## src/rtl/rdi_dla_adapter_gen2_if.sv

```systemverilog
// DLA and RDI flit/handshake bundle for rdi_dla_adapter_gen2.
// master = adapter side, slave = DLA/RDI environment side.
interface rdi_dla_adapter_gen2_if #(
    parameter int DATA_W = 64
);
    logic [DATA_W-1:0] dla_data_in;
    logic              dla_valid_in;
    logic              dla_on_off_out;
    logic [DATA_W-1:0] dla_data_out;
    logic              dla_valid_out;
    logic              dla_on_off_in;
    logic [DATA_W-1:0] lp_data;
    logic              lp_valid;
    logic              lp_irdy;
    logic              pl_trdy;
    logic [DATA_W-1:0] pl_data;
    logic              pl_valid;
    logic              pl_crd_rtn;
    logic              lp_crd_rtn;

    modport master (
        input  dla_data_in, dla_valid_in, dla_on_off_in,
        input  pl_trdy, pl_data, pl_valid, pl_crd_rtn,
        output dla_on_off_out, dla_data_out, dla_valid_out,
        output lp_data, lp_valid, lp_irdy, lp_crd_rtn
    );

    modport slave (
        output dla_data_in, dla_valid_in, dla_on_off_in,
        output pl_trdy, pl_data, pl_valid, pl_crd_rtn,
        input  dla_on_off_out, dla_data_out, dla_valid_out,
        input  lp_data, lp_valid, lp_irdy, lp_crd_rtn
    );
endinterface

```

## src/rtl/rdi_dla_adapter_gen2.sv

```systemverilog
// DLA<->RDI adapter: credit-controlled TX FIFO, RX FIFO with credit return, IDLE/ACTIVE/DRAIN sequencing.
// Define ADAPTER_PERF_CNT_EN to add the tx/rx flit counter outputs.
module rdi_dla_adapter_gen2 #(
    parameter  int DATA_W   = 64,
    parameter  int TX_DEPTH = 8,
    parameter  int RX_DEPTH = 8,
    parameter  int CRD_INIT = 8,
    localparam int CRD_W    = $clog2(CRD_INIT + 1)
) (
    input  logic                   clk_i,
    input  logic                   rst_n,
    input  logic                   enable,
    rdi_dla_adapter_gen2_if.master bus,
    output logic [1:0]             state_o,
    output logic [CRD_W-1:0]       tx_credits_o,
    output logic                   crd_err_o,
    output logic                   rx_ovf_o
`ifdef ADAPTER_PERF_CNT_EN
    ,
    output logic [31:0]            tx_flit_cnt_o,
    output logic [31:0]            rx_flit_cnt_o
`endif
);

    localparam int TX_AW = $clog2(TX_DEPTH);
    localparam int RX_AW = $clog2(RX_DEPTH);

    typedef enum logic [1:0] {
        ST_IDLE   = 2'd0,
        ST_ACTIVE = 2'd1,
        ST_DRAIN  = 2'd2
    } state_t;

    state_t state_q, state_d;

    // TX FIFO
    logic [DATA_W-1:0] tx_mem [TX_DEPTH];
    logic [TX_AW:0]    tx_wr_q, tx_rd_q;
    logic              tx_empty, tx_full, tx_push;

    // TX launch register and credits
    logic [DATA_W-1:0] lp_data_q;
    logic              lp_valid_q;
    logic [CRD_W-1:0]  credits_q;
    logic              crd_err_q;
    logic              launch;

    // RX FIFO
    logic [DATA_W-1:0] rx_mem [RX_DEPTH];
    logic [RX_AW:0]    rx_wr_q, rx_rd_q;
    logic              rx_empty, rx_full, rx_push, rx_pop;
    logic              rx_ovf_q, lp_crd_rtn_q;

    assign tx_empty = (tx_wr_q == tx_rd_q);
    assign tx_full  = (tx_wr_q[TX_AW] != tx_rd_q[TX_AW]) &&
                      (tx_wr_q[TX_AW-1:0] == tx_rd_q[TX_AW-1:0]);
    assign rx_empty = (rx_wr_q == rx_rd_q);
    assign rx_full  = (rx_wr_q[RX_AW] != rx_rd_q[RX_AW]) &&
                      (rx_wr_q[RX_AW-1:0] == rx_rd_q[RX_AW-1:0]);

    // ------------------------------------------------------------------
    // Enable sequencing
    // ------------------------------------------------------------------
    always_ff @(posedge clk_i or negedge rst_n) begin
        if (!rst_n) state_q <= ST_IDLE;
        else        state_q <= state_d;
    end

    // NOTE: state_d gets a default before the case so no path leaves it unassigned (no latch).
    always_comb begin
        state_d = state_q;
        unique case (state_q)
            ST_IDLE:   if (enable) state_d = ST_ACTIVE;
            ST_ACTIVE: if (!enable) state_d = ST_DRAIN;
            ST_DRAIN: begin
                if (enable)                       state_d = ST_ACTIVE;
                else if (tx_empty && !lp_valid_q) state_d = ST_IDLE;
            end
            default:   state_d = ST_IDLE;
        endcase
    end

    // ------------------------------------------------------------------
    // TX path: DLA -> FIFO -> launch register -> RDI
    // ------------------------------------------------------------------
    assign bus.dla_on_off_out = (state_q == ST_ACTIVE) && !tx_full;
    assign tx_push = bus.dla_valid_in && bus.dla_on_off_out;
    assign launch  = !tx_empty && (credits_q != '0) &&
                     (!lp_valid_q || bus.pl_trdy) && (state_q != ST_IDLE);

    // NOTE: storage arrays carry no reset; occupancy is governed solely by the reset pointers.
    always_ff @(posedge clk_i) begin
        if (tx_push) tx_mem[tx_wr_q[TX_AW-1:0]] <= bus.dla_data_in;
    end

    // NOTE: sequential state uses non-blocking assignments so every register samples pre-edge values.
    always_ff @(posedge clk_i or negedge rst_n) begin
        if (!rst_n) begin
            tx_wr_q <= '0;
            tx_rd_q <= '0;
        end else begin
            if (tx_push) tx_wr_q <= tx_wr_q + (TX_AW+1)'(1);
            if (launch)  tx_rd_q <= tx_rd_q + (TX_AW+1)'(1);
        end
    end

    always_ff @(posedge clk_i or negedge rst_n) begin
        if (!rst_n) begin
            lp_data_q  <= '0;
            lp_valid_q <= 1'b0;
        end else if (launch) begin
            lp_data_q  <= tx_mem[tx_rd_q[TX_AW-1:0]];
            lp_valid_q <= 1'b1;
        end else if (bus.pl_trdy) begin
            lp_valid_q <= 1'b0;
        end
    end

    // A return in the launch cycle cancels the spend; a return at full budget is a peer error.
    always_ff @(posedge clk_i or negedge rst_n) begin
        if (!rst_n) begin
            credits_q <= CRD_W'(CRD_INIT);
            crd_err_q <= 1'b0;
        end else begin
            unique case ({launch, bus.pl_crd_rtn})
                2'b10: credits_q <= credits_q - CRD_W'(1);
                2'b01: begin
                    if (credits_q == CRD_W'(CRD_INIT)) crd_err_q <= 1'b1;
                    else                               credits_q <= credits_q + CRD_W'(1);
                end
                default: ;
            endcase
        end
    end

    assign bus.lp_data  = lp_data_q;
    assign bus.lp_valid = lp_valid_q;
    assign bus.lp_irdy  = (state_q != ST_IDLE);

    // ------------------------------------------------------------------
    // RX path: RDI -> FIFO -> DLA, one credit back per drained flit
    // ------------------------------------------------------------------
    assign rx_pop  = !rx_empty && bus.dla_on_off_in;
    assign rx_push = bus.pl_valid && (!rx_full || rx_pop);

    always_ff @(posedge clk_i) begin
        if (rx_push) rx_mem[rx_wr_q[RX_AW-1:0]] <= bus.pl_data;
    end

    always_ff @(posedge clk_i or negedge rst_n) begin
        if (!rst_n) begin
            rx_wr_q      <= '0;
            rx_rd_q      <= '0;
            rx_ovf_q     <= 1'b0;
            lp_crd_rtn_q <= 1'b0;
        end else begin
            if (rx_push) rx_wr_q <= rx_wr_q + (RX_AW+1)'(1);
            if (rx_pop)  rx_rd_q <= rx_rd_q + (RX_AW+1)'(1);
            if (bus.pl_valid && !rx_push) rx_ovf_q <= 1'b1;
            lp_crd_rtn_q <= rx_pop;
        end
    end

    // Head is masked while empty so the uninitialised array never reaches the port.
    assign bus.dla_valid_out = !rx_empty;
    assign bus.dla_data_out  = rx_empty ? '0 : rx_mem[rx_rd_q[RX_AW-1:0]];
    assign bus.lp_crd_rtn    = lp_crd_rtn_q;

    assign state_o      = state_q;
    assign tx_credits_o = credits_q;
    assign crd_err_o    = crd_err_q;
    assign rx_ovf_o     = rx_ovf_q;

`ifdef ADAPTER_PERF_CNT_EN
    logic [31:0] tx_cnt_q, rx_cnt_q;

    always_ff @(posedge clk_i or negedge rst_n) begin
        if (!rst_n) begin
            tx_cnt_q <= '0;
            rx_cnt_q <= '0;
        end else begin
            if (lp_valid_q && bus.pl_trdy) tx_cnt_q <= tx_cnt_q + 32'd1;
            if (rx_push)                   rx_cnt_q <= rx_cnt_q + 32'd1;
        end
    end

    assign tx_flit_cnt_o = tx_cnt_q;
    assign rx_flit_cnt_o = rx_cnt_q;
`endif

endmodule
```

## src/flat_wrapper.sv

```systemverilog
// flat-port wrapper written by rule: the top's interface ports become plain ports
module rdi_dla_adapter_gen2_flat 
#(
    parameter  int DATA_W   = 64,
    parameter  int TX_DEPTH = 8,
    parameter  int RX_DEPTH = 8,
    parameter  int CRD_INIT = 8,
    localparam int CRD_W    = $clog2(CRD_INIT + 1)
)
  (clk_i, rst_n, enable, state_o, tx_credits_o, crd_err_o, rx_ovf_o, bus_dla_data_in, bus_dla_valid_in, bus_dla_on_off_in, bus_pl_trdy, bus_pl_data, bus_pl_valid, bus_pl_crd_rtn, bus_dla_on_off_out, bus_dla_data_out, bus_dla_valid_out, bus_lp_data, bus_lp_valid, bus_lp_irdy, bus_lp_crd_rtn);
  rdi_dla_adapter_gen2_if #(.DATA_W(DATA_W)) bus_i ();
  input  logic clk_i;
  input  logic rst_n;
  input  logic enable;
  output logic [1:0] state_o;
  output logic [CRD_W-1:0] tx_credits_o;
  output logic crd_err_o;
  output logic rx_ovf_o;
  input wire logic [$bits(bus_i.dla_data_in)-1:0] bus_dla_data_in;
  input wire logic [$bits(bus_i.dla_valid_in)-1:0] bus_dla_valid_in;
  input wire logic [$bits(bus_i.dla_on_off_in)-1:0] bus_dla_on_off_in;
  input wire logic [$bits(bus_i.pl_trdy)-1:0] bus_pl_trdy;
  input wire logic [$bits(bus_i.pl_data)-1:0] bus_pl_data;
  input wire logic [$bits(bus_i.pl_valid)-1:0] bus_pl_valid;
  input wire logic [$bits(bus_i.pl_crd_rtn)-1:0] bus_pl_crd_rtn;
  output wire logic [$bits(bus_i.dla_on_off_out)-1:0] bus_dla_on_off_out;
  output wire logic [$bits(bus_i.dla_data_out)-1:0] bus_dla_data_out;
  output wire logic [$bits(bus_i.dla_valid_out)-1:0] bus_dla_valid_out;
  output wire logic [$bits(bus_i.lp_data)-1:0] bus_lp_data;
  output wire logic [$bits(bus_i.lp_valid)-1:0] bus_lp_valid;
  output wire logic [$bits(bus_i.lp_irdy)-1:0] bus_lp_irdy;
  output wire logic [$bits(bus_i.lp_crd_rtn)-1:0] bus_lp_crd_rtn;
  assign bus_i.dla_data_in = bus_dla_data_in;
  assign bus_i.dla_valid_in = bus_dla_valid_in;
  assign bus_i.dla_on_off_in = bus_dla_on_off_in;
  assign bus_i.pl_trdy = bus_pl_trdy;
  assign bus_i.pl_data = bus_pl_data;
  assign bus_i.pl_valid = bus_pl_valid;
  assign bus_i.pl_crd_rtn = bus_pl_crd_rtn;
  assign bus_dla_on_off_out = bus_i.dla_on_off_out;
  assign bus_dla_data_out = bus_i.dla_data_out;
  assign bus_dla_valid_out = bus_i.dla_valid_out;
  assign bus_lp_data = bus_i.lp_data;
  assign bus_lp_valid = bus_i.lp_valid;
  assign bus_lp_irdy = bus_i.lp_irdy;
  assign bus_lp_crd_rtn = bus_i.lp_crd_rtn;
  rdi_dla_adapter_gen2 #(.DATA_W(DATA_W), .TX_DEPTH(TX_DEPTH), .RX_DEPTH(RX_DEPTH), .CRD_INIT(CRD_INIT)) u_core (.clk_i(clk_i), .rst_n(rst_n), .enable(enable), .bus(bus_i), .state_o(state_o), .tx_credits_o(tx_credits_o), .crd_err_o(crd_err_o), .rx_ovf_o(rx_ovf_o));
endmodule
```

## config.mk

```make
export PLATFORM = sky130hd
export DESIGN_NAME = rdi_dla_adapter_gen2_flat
export DESIGN_NICKNAME = d
export VERILOG_FILES = /design/src/rtl/rdi_dla_adapter_gen2_if.sv /design/src/rtl/rdi_dla_adapter_gen2.sv /design/src/flat_wrapper.sv
export SDC_FILE = /design/constraint.sdc
export NUM_CORES = 1
export LEC_CHECK = 0
export CORE_ASPECT_RATIO = 1.2
export CORE_UTILIZATION = 40
export CTS_CLUSTER_DIAMETER = 120
export DETAILED_ROUTE_END_ITERATION = 6
export PLACE_DENSITY = 0.54
export SLEW_MARGIN = 25
export SYNTH_ARGS = -nofsm -noshare
export SYNTH_HDL_FRONTEND = slang
export SYNTH_SLANG_ARGS = --single-unit
```

## constraint.sdc

```tcl
create_clock -name clk_i -period 7.35 [get_ports clk_i]
set_clock_uncertainty 0.2 [all_clocks]
set_input_delay 1.8375 -clock clk_i [delete_from_list [all_inputs] [get_ports clk_i]]
set_output_delay 1.8375 -clock clk_i [all_outputs]
set_load 0.1 [all_outputs]
```

; ---- Yosys cells after proc, flatten, opt, wreduce, memory -nomap -nowiden
; Memory sizes are Yosys's and may differ from the RTL's. A register that Yosys moved wholly into a read port is not among the register bits.
; Index checks and enable logic that the tools add are counted.
[word_totals]
ff_bits = 26
ram_bits = 1024
input_bits = 136
output_inout_bits = 141
word_cells = 75
memories = 2
[mem_list]
columns = name, words, width, rd, rd_clocked_by_memory_dff, wr, line_no
row1 = u_core.rx_mem, 8, 64, 1, 0, 1, rdi_dla_adapter_gen2.sv:49  ; logic [DATA_W-1:0] rx_mem [RX_DEPTH];
row2 = u_core.tx_mem, 8, 64, 1, 1, 1, rdi_dla_adapter_gen2.sv:37  ; logic [DATA_W-1:0] tx_mem [TX_DEPTH];
[classes]
add_sub_neg = 6
n_eq_ne = 15
n_mux = 14
reduce_logical = 28
[ops]
columns = op, n
row1 = $mux 64, 1
row2 = $add 4x1->4 const B, 5
row3 = $logic_and 1x1->1, 11
row4 = $eq 4x4->1, 2
row5 = $mux 2, 4
row6 = $pmux 4 s2, 1
row7 = $logic_not 1->1, 7
row8 = $eq 3x3->1, 2
row9 = $mux 1, 6
row10 = $ne 2x2->1 const B, 3
row11 = $pmux 2 s3, 1
row12 = $reduce_bool 2->1, 3
row13 = $eq 2x1->1 const B, 2
row14 = $eq 2x2->1 const B, 2
row15 = $eq 4x4->1 const B, 1
row16 = $mux 4, 1
row17 = $reduce_and 2->1, 2
row18 = $reduce_bool 4->1, 1
row19 = $sub 4x1->4 const B, 1
row20 = $ne 3x2->1 const B, 1
row21 = $reduce_and 3->1, 1
row22 = $logic_not 2->1, 1
row23 = $logic_or 1x1->1, 2
row24 = $ne 1x1->1, 2

; ---- Longest topological paths before layout
[logic_depth]
ltp_word = 8
depth_mapped = 12
ltp_nobuf = 10

; ---- Worst setup path before layout
; No wires, ideal clock.
[synth_timing]
kind = reg-to-reg
startpoint = register u_core.state_q[0], in the netlist u_core.state_o[0]
endpoint = memory u_core.tx_mem[0][0], enable pin
setup_time_ps = 565
arrival_ps = 6987
required_time_ps = 6585
setup_slack_ps = -402
stages_incl_launch_ff = 6
path_buffers = 0
period_less_slack_ps = 7752
path_cell_list = dfrtp_1 -> nand2b_1 -> a41oi_2 -> nand2_2 -> or2_1 -> nor3_1
[synth_between]
elab_chain_len = 5
[synth_rtl]
columns = item, line_no
row1 = from (decl), rdi_dla_adapter_gen2.sv:34  ; state_t state_q, state_d;
row2 = from (signal assigned), rdi_dla_adapter_gen2.sv:66  ; else state_q <= state_d;
row3 = $eq 2x1->1, rdi_dla_adapter_gen2.sv:86  ; assign bus.dla_on_off_out = (state_q == ST_ACTIVE) && !tx_full;
row4 = $logic_and 1x1->1, rdi_dla_adapter_gen2.sv:86
row5 = named net bus_dla_on_off_out, flat_wrapper.sv:26  ; output wire logic [$bits(bus_i.dla_on_off_out)-1:0] bus_dla_on_off_out;
row6 = $logic_and 1x1->1, rdi_dla_adapter_gen2.sv:87  ; assign tx_push = bus.dla_valid_in && bus.dla_on_off_out;
row7 = $mux 1, rdi_dla_adapter_gen2.sv:93  ; if (tx_push) tx_mem[tx_wr_q[TX_AW-1:0]] <= bus.dla_data_in;
row8 = $mux 1 (not written as such), rdi_dla_adapter_gen2.sv:93
row9 = to (decl), rdi_dla_adapter_gen2.sv:37
; The timed path passes the listed nets, and every way through them passes these cells.

; ---- Worst setup path after layout
[layout_timing]
startpoint = register u_core.rx_rd_q[0]
endpoint = output bus_dla_data_out[62]
[layout_between]
elab_chain_len = 2
elab_cells_between_ends = 3
classes_between = 1 x eq/ne / 1 x mux / 1 x memory
[layout_rtl]
columns = item, line_no
row1 = from (decl), rdi_dla_adapter_gen2.sv:50  ; logic [RX_AW:0] rx_wr_q, rx_rd_q;
row2 = from (signal assigned), rdi_dla_adapter_gen2.sv:158  ; if (rx_pop) rx_rd_q <= rx_rd_q + (RX_AW+1)'(1);
row3 = $mem_v2 8x64 or $eq 4x4->1 (tied branches), --
row4 = $mux 64 (*), rdi_dla_adapter_gen2.sv:166  ; assign bus.dla_data_out = rx_empty ? '0 : rx_mem[rx_rd_q[RX_AW-1:0]];
row5 = to (decl), flat_wrapper.sv:27  ; output wire logic [$bits(bus_i.dla_data_out)-1:0] bus_dla_data_out;
; Every way passes the cells marked *; elsewhere a longest branch is shown, timed or not.

==> results.yml <==
status:
  result_of_the_run: "completed"
global_route:
  gr-usage-all-layers: 0.173
  antenna_found_initial: 15
  overflow: 0
  grt_first_pass_wirelength_um: 137000
  first_global_vias: 20800
  grt_max_degree: 74
synthesis:
  yosys-top-cells-area: "sky130_fd_sc_hd__edfxtp_1 73%, sky130_fd_sc_hd__mux4_2 14%, sky130_fd_sc_hd__dfrtp_1 5.3%"
  synth_top_area_frac: 0.726
  synthesis.yosys.warnings: 0
  synth_most_common_cell: "sky130_fd_sc_hd__edfxtp_1"
  ys_ff_latch: 1114
  synthesis.area_um2: 42400
  yosys.cell_types.count: 49
  synth_sequential_area_ratio: 0.779
  mappedNetlistNets: 2048
  synthDominantAreaCellType: "sky130_fd_sc_hd__edfxtp_1"
  postSynth.topFlopCell: "sky130_fd_sc_hd__edfxtp_1"
  avgSynthCellArea_um2: 22.2
  syn-instance-count: 1905
  async_flop_share: 0.0808
  ys_top_cells_by_count: "1,024 x sky130_fd_sc_hd__edfxtp_1, 256 x sky130_fd_sc_hd__mux4_2, 131 x sky130_fd_sc_hd__mux2i_1"
  synth_edf_count: 1024
clocking:
  clkLatencyLatePin_ns: 0.66
  cts.clk_slew.worst_paths_ns: 0.06
  cts-root-buf: "sky130_fd_sc_hd__clkbuf_16"
  clock_tree.htree_level_count: 3
  tritoncts_clock_tree: "yes"
  cts_inserted_buffers: 109
  post_cts.resized_instances: 0
  cts-hold-fix-buffers: 0
  cts_post_setup_buffers_inserted: 0
  numClockSinks: 1114
  clock_path_buffers: 3
timing:
  worst_rel_slew_slack: 0.276
  finalSetupTns_ns: 0
  timing_max_transition_violations_final: 0
  maximum_achievable_frequency_mhz: 163
  timing.final.setup_violations: 0
  hold_violations_final: 0
  period_minus_slack_ns: 6.13
  post-route-period-util: 0.834
  worst-slew-pin-transition_ns: 1.08
  rsz0062_at_grt: "no"
critical_path:
  cp.required_ns: 5.31
  critPathKind: "register to output pin"
  critical_path.max_fanout: 40
  cp-end-kind: "output pin"
  critPathLaunchType: "register"
  crit_arrival_ns: 4.09
run:
  drv.max_cap_violation_count: 0
floorplan:
  num_ports: 277
  floorplan.die.width_um: 299
  floorplan_die_height_um: 358
  coreArea_um2: 105000
  die_area_um2: 107000
  placement_rows: 130
  floorplan.initialDensity: 0.404
route:
  totalWireLength_um: 91800
  remaining_drc_errors: 0
  drt.antenna.violating_nets: 0
  detailroute.via_count: 19400
  drt_pre_antenna_iters: 5
  drt-wirelength-per-cell_um: 24.7
  detailedRoute.firstIterationViolations: 1132
  detail_route.vias_per_cell: 5.24
cells_and_area:
  net_count_of_the_finished_layout: 2370
  syn2layout_area_growth_pct: 18.9
  area_used_by_sequential_logic_in_the_layout_um2: 33000
  layoutNonFillerInstCount: 3709
  share_of_post_route_cells_with_drive_strength_above_1: 0.218
  n_antenna_cell: 0
  fillerInstances: 8642
  multi_input_combinational_cell_area_um2: 8810
place:
  count_of_placed_standard_cells_including_taps: 3502
  hpwlAfterDp_um: 50100
  gp_congestion: 0.695
  placement.io_buffers: 276
hold_path:
  hp-class: "register to register"
[worst paths after layout]
path,cells past startpoint,startpoint,to,slack [ns]
max in group asynchronous,2,rst_n,u_core.tx_rd_q[0],5.02
worst min-delay path,1,u_core.crd_err_o,u_core.crd_err_o,0.27
min in group asynchronous,1,rst_n,u_core.bus.lp_data[50],0.87
worst min register to register,1,u_core.crd_err_o,u_core.crd_err_o,0.27
worst max-delay path,5,u_core.rx_rd_q[0],bus_dla_data_out[62],1.22
worst max register to register,7,u_core.rx_rd_q[0],u_core.rx_mem[2][42],3.38
[worst max-delay path: stages, from the launching register on]
cell and delay, ns:
sky130_fd_sc_hd__dfrtp_4 0.98, sky130_fd_sc_hd__buf_12 0.40, sky130_fd_sc_hd__mux4_2 0.56, sky130_fd_sc_hd__mux2i_1 0.34, sky130_fd_sc_hd__nor2_1 0.08, sky130_fd_sc_hd__clkdlybuf4s50_1 0.98
[final cells by class]
class	instances	area share
sequential	1114	0.656
multi-input combinational	683	0.175
timing repair buffer	315	0.0631
clock buffer	157	0.0606
tap	1386	0.0344
clock inverter	50	0.0107
inverter	4	0.000298
[state kept, by name, indices dropped and copies added, names as in the netlist]
name,cells
u_core.rx_mem,512
u_core.tx_mem,512
u_core.bus.lp_data,64
u_core.rx_rd_q,4
u_core.rx_wr_q,4
u_core.tx_credits_o,4
u_core.tx_rd_q,4
u_core.tx_wr_q,4
u_core.state_o,2
u_core.bus.lp_crd_rtn,1
u_core.bus.lp_valid,1
u_core.crd_err_o,1
u_core.rx_ovf_o,1
[through the flow]
step                area (µm²)   util  hold WS, ns  setup slack (ns)
floorplan                42400      -        0.260            -0.344
global placement         46800  0.447        0.263              1.82
detailed placement       46800  0.447        0.264              1.83
CTS                      50400  0.481        0.283              1.11
global route             50400  0.481        0.309             0.942
finish                   50400  0.481        0.271              1.22
[cell usage in the layout (no fill, tap or decap), drive strengths merged, types with 17 or more instances in the layout]
master,n
edfxtp,1024
buf,55
xnor2,17
clkinv,36
clkbuf,157
clkdlybuf4s50,260
nor2,72
mux4,256
nand2,79
o21ai,65
mux2i,131
dfrtp,89
[cells by family after synthesis]
group / share of synthesized area
flops: 0.779
mux: 0.168
simple gates: 0.0188
buf+inv: 0.0157
compound gates: 0.0104
xor+xnor: 0.00564
fa+ha+maj: 0.00225
[routing by layer]
metal | track usage | vias up | wire length (µm) | part of all wire
li1 | - | 8468 | - | -
met1 | 0.219 | 10400 | 37800 | 0.41
met2 | 0.296 | 451 | 46500 | 0.51
met3 | 0.0462 | 138 | 5800 | 0.063
met4 | 0.0398 | 24 | 1560 | 0.017
met5 | 0 | - | 152 | 0.0017
Power is left out: the tool's default activity adds up to more than one toggle a clock period on the data nets, which glitch-free logic cannot reach.
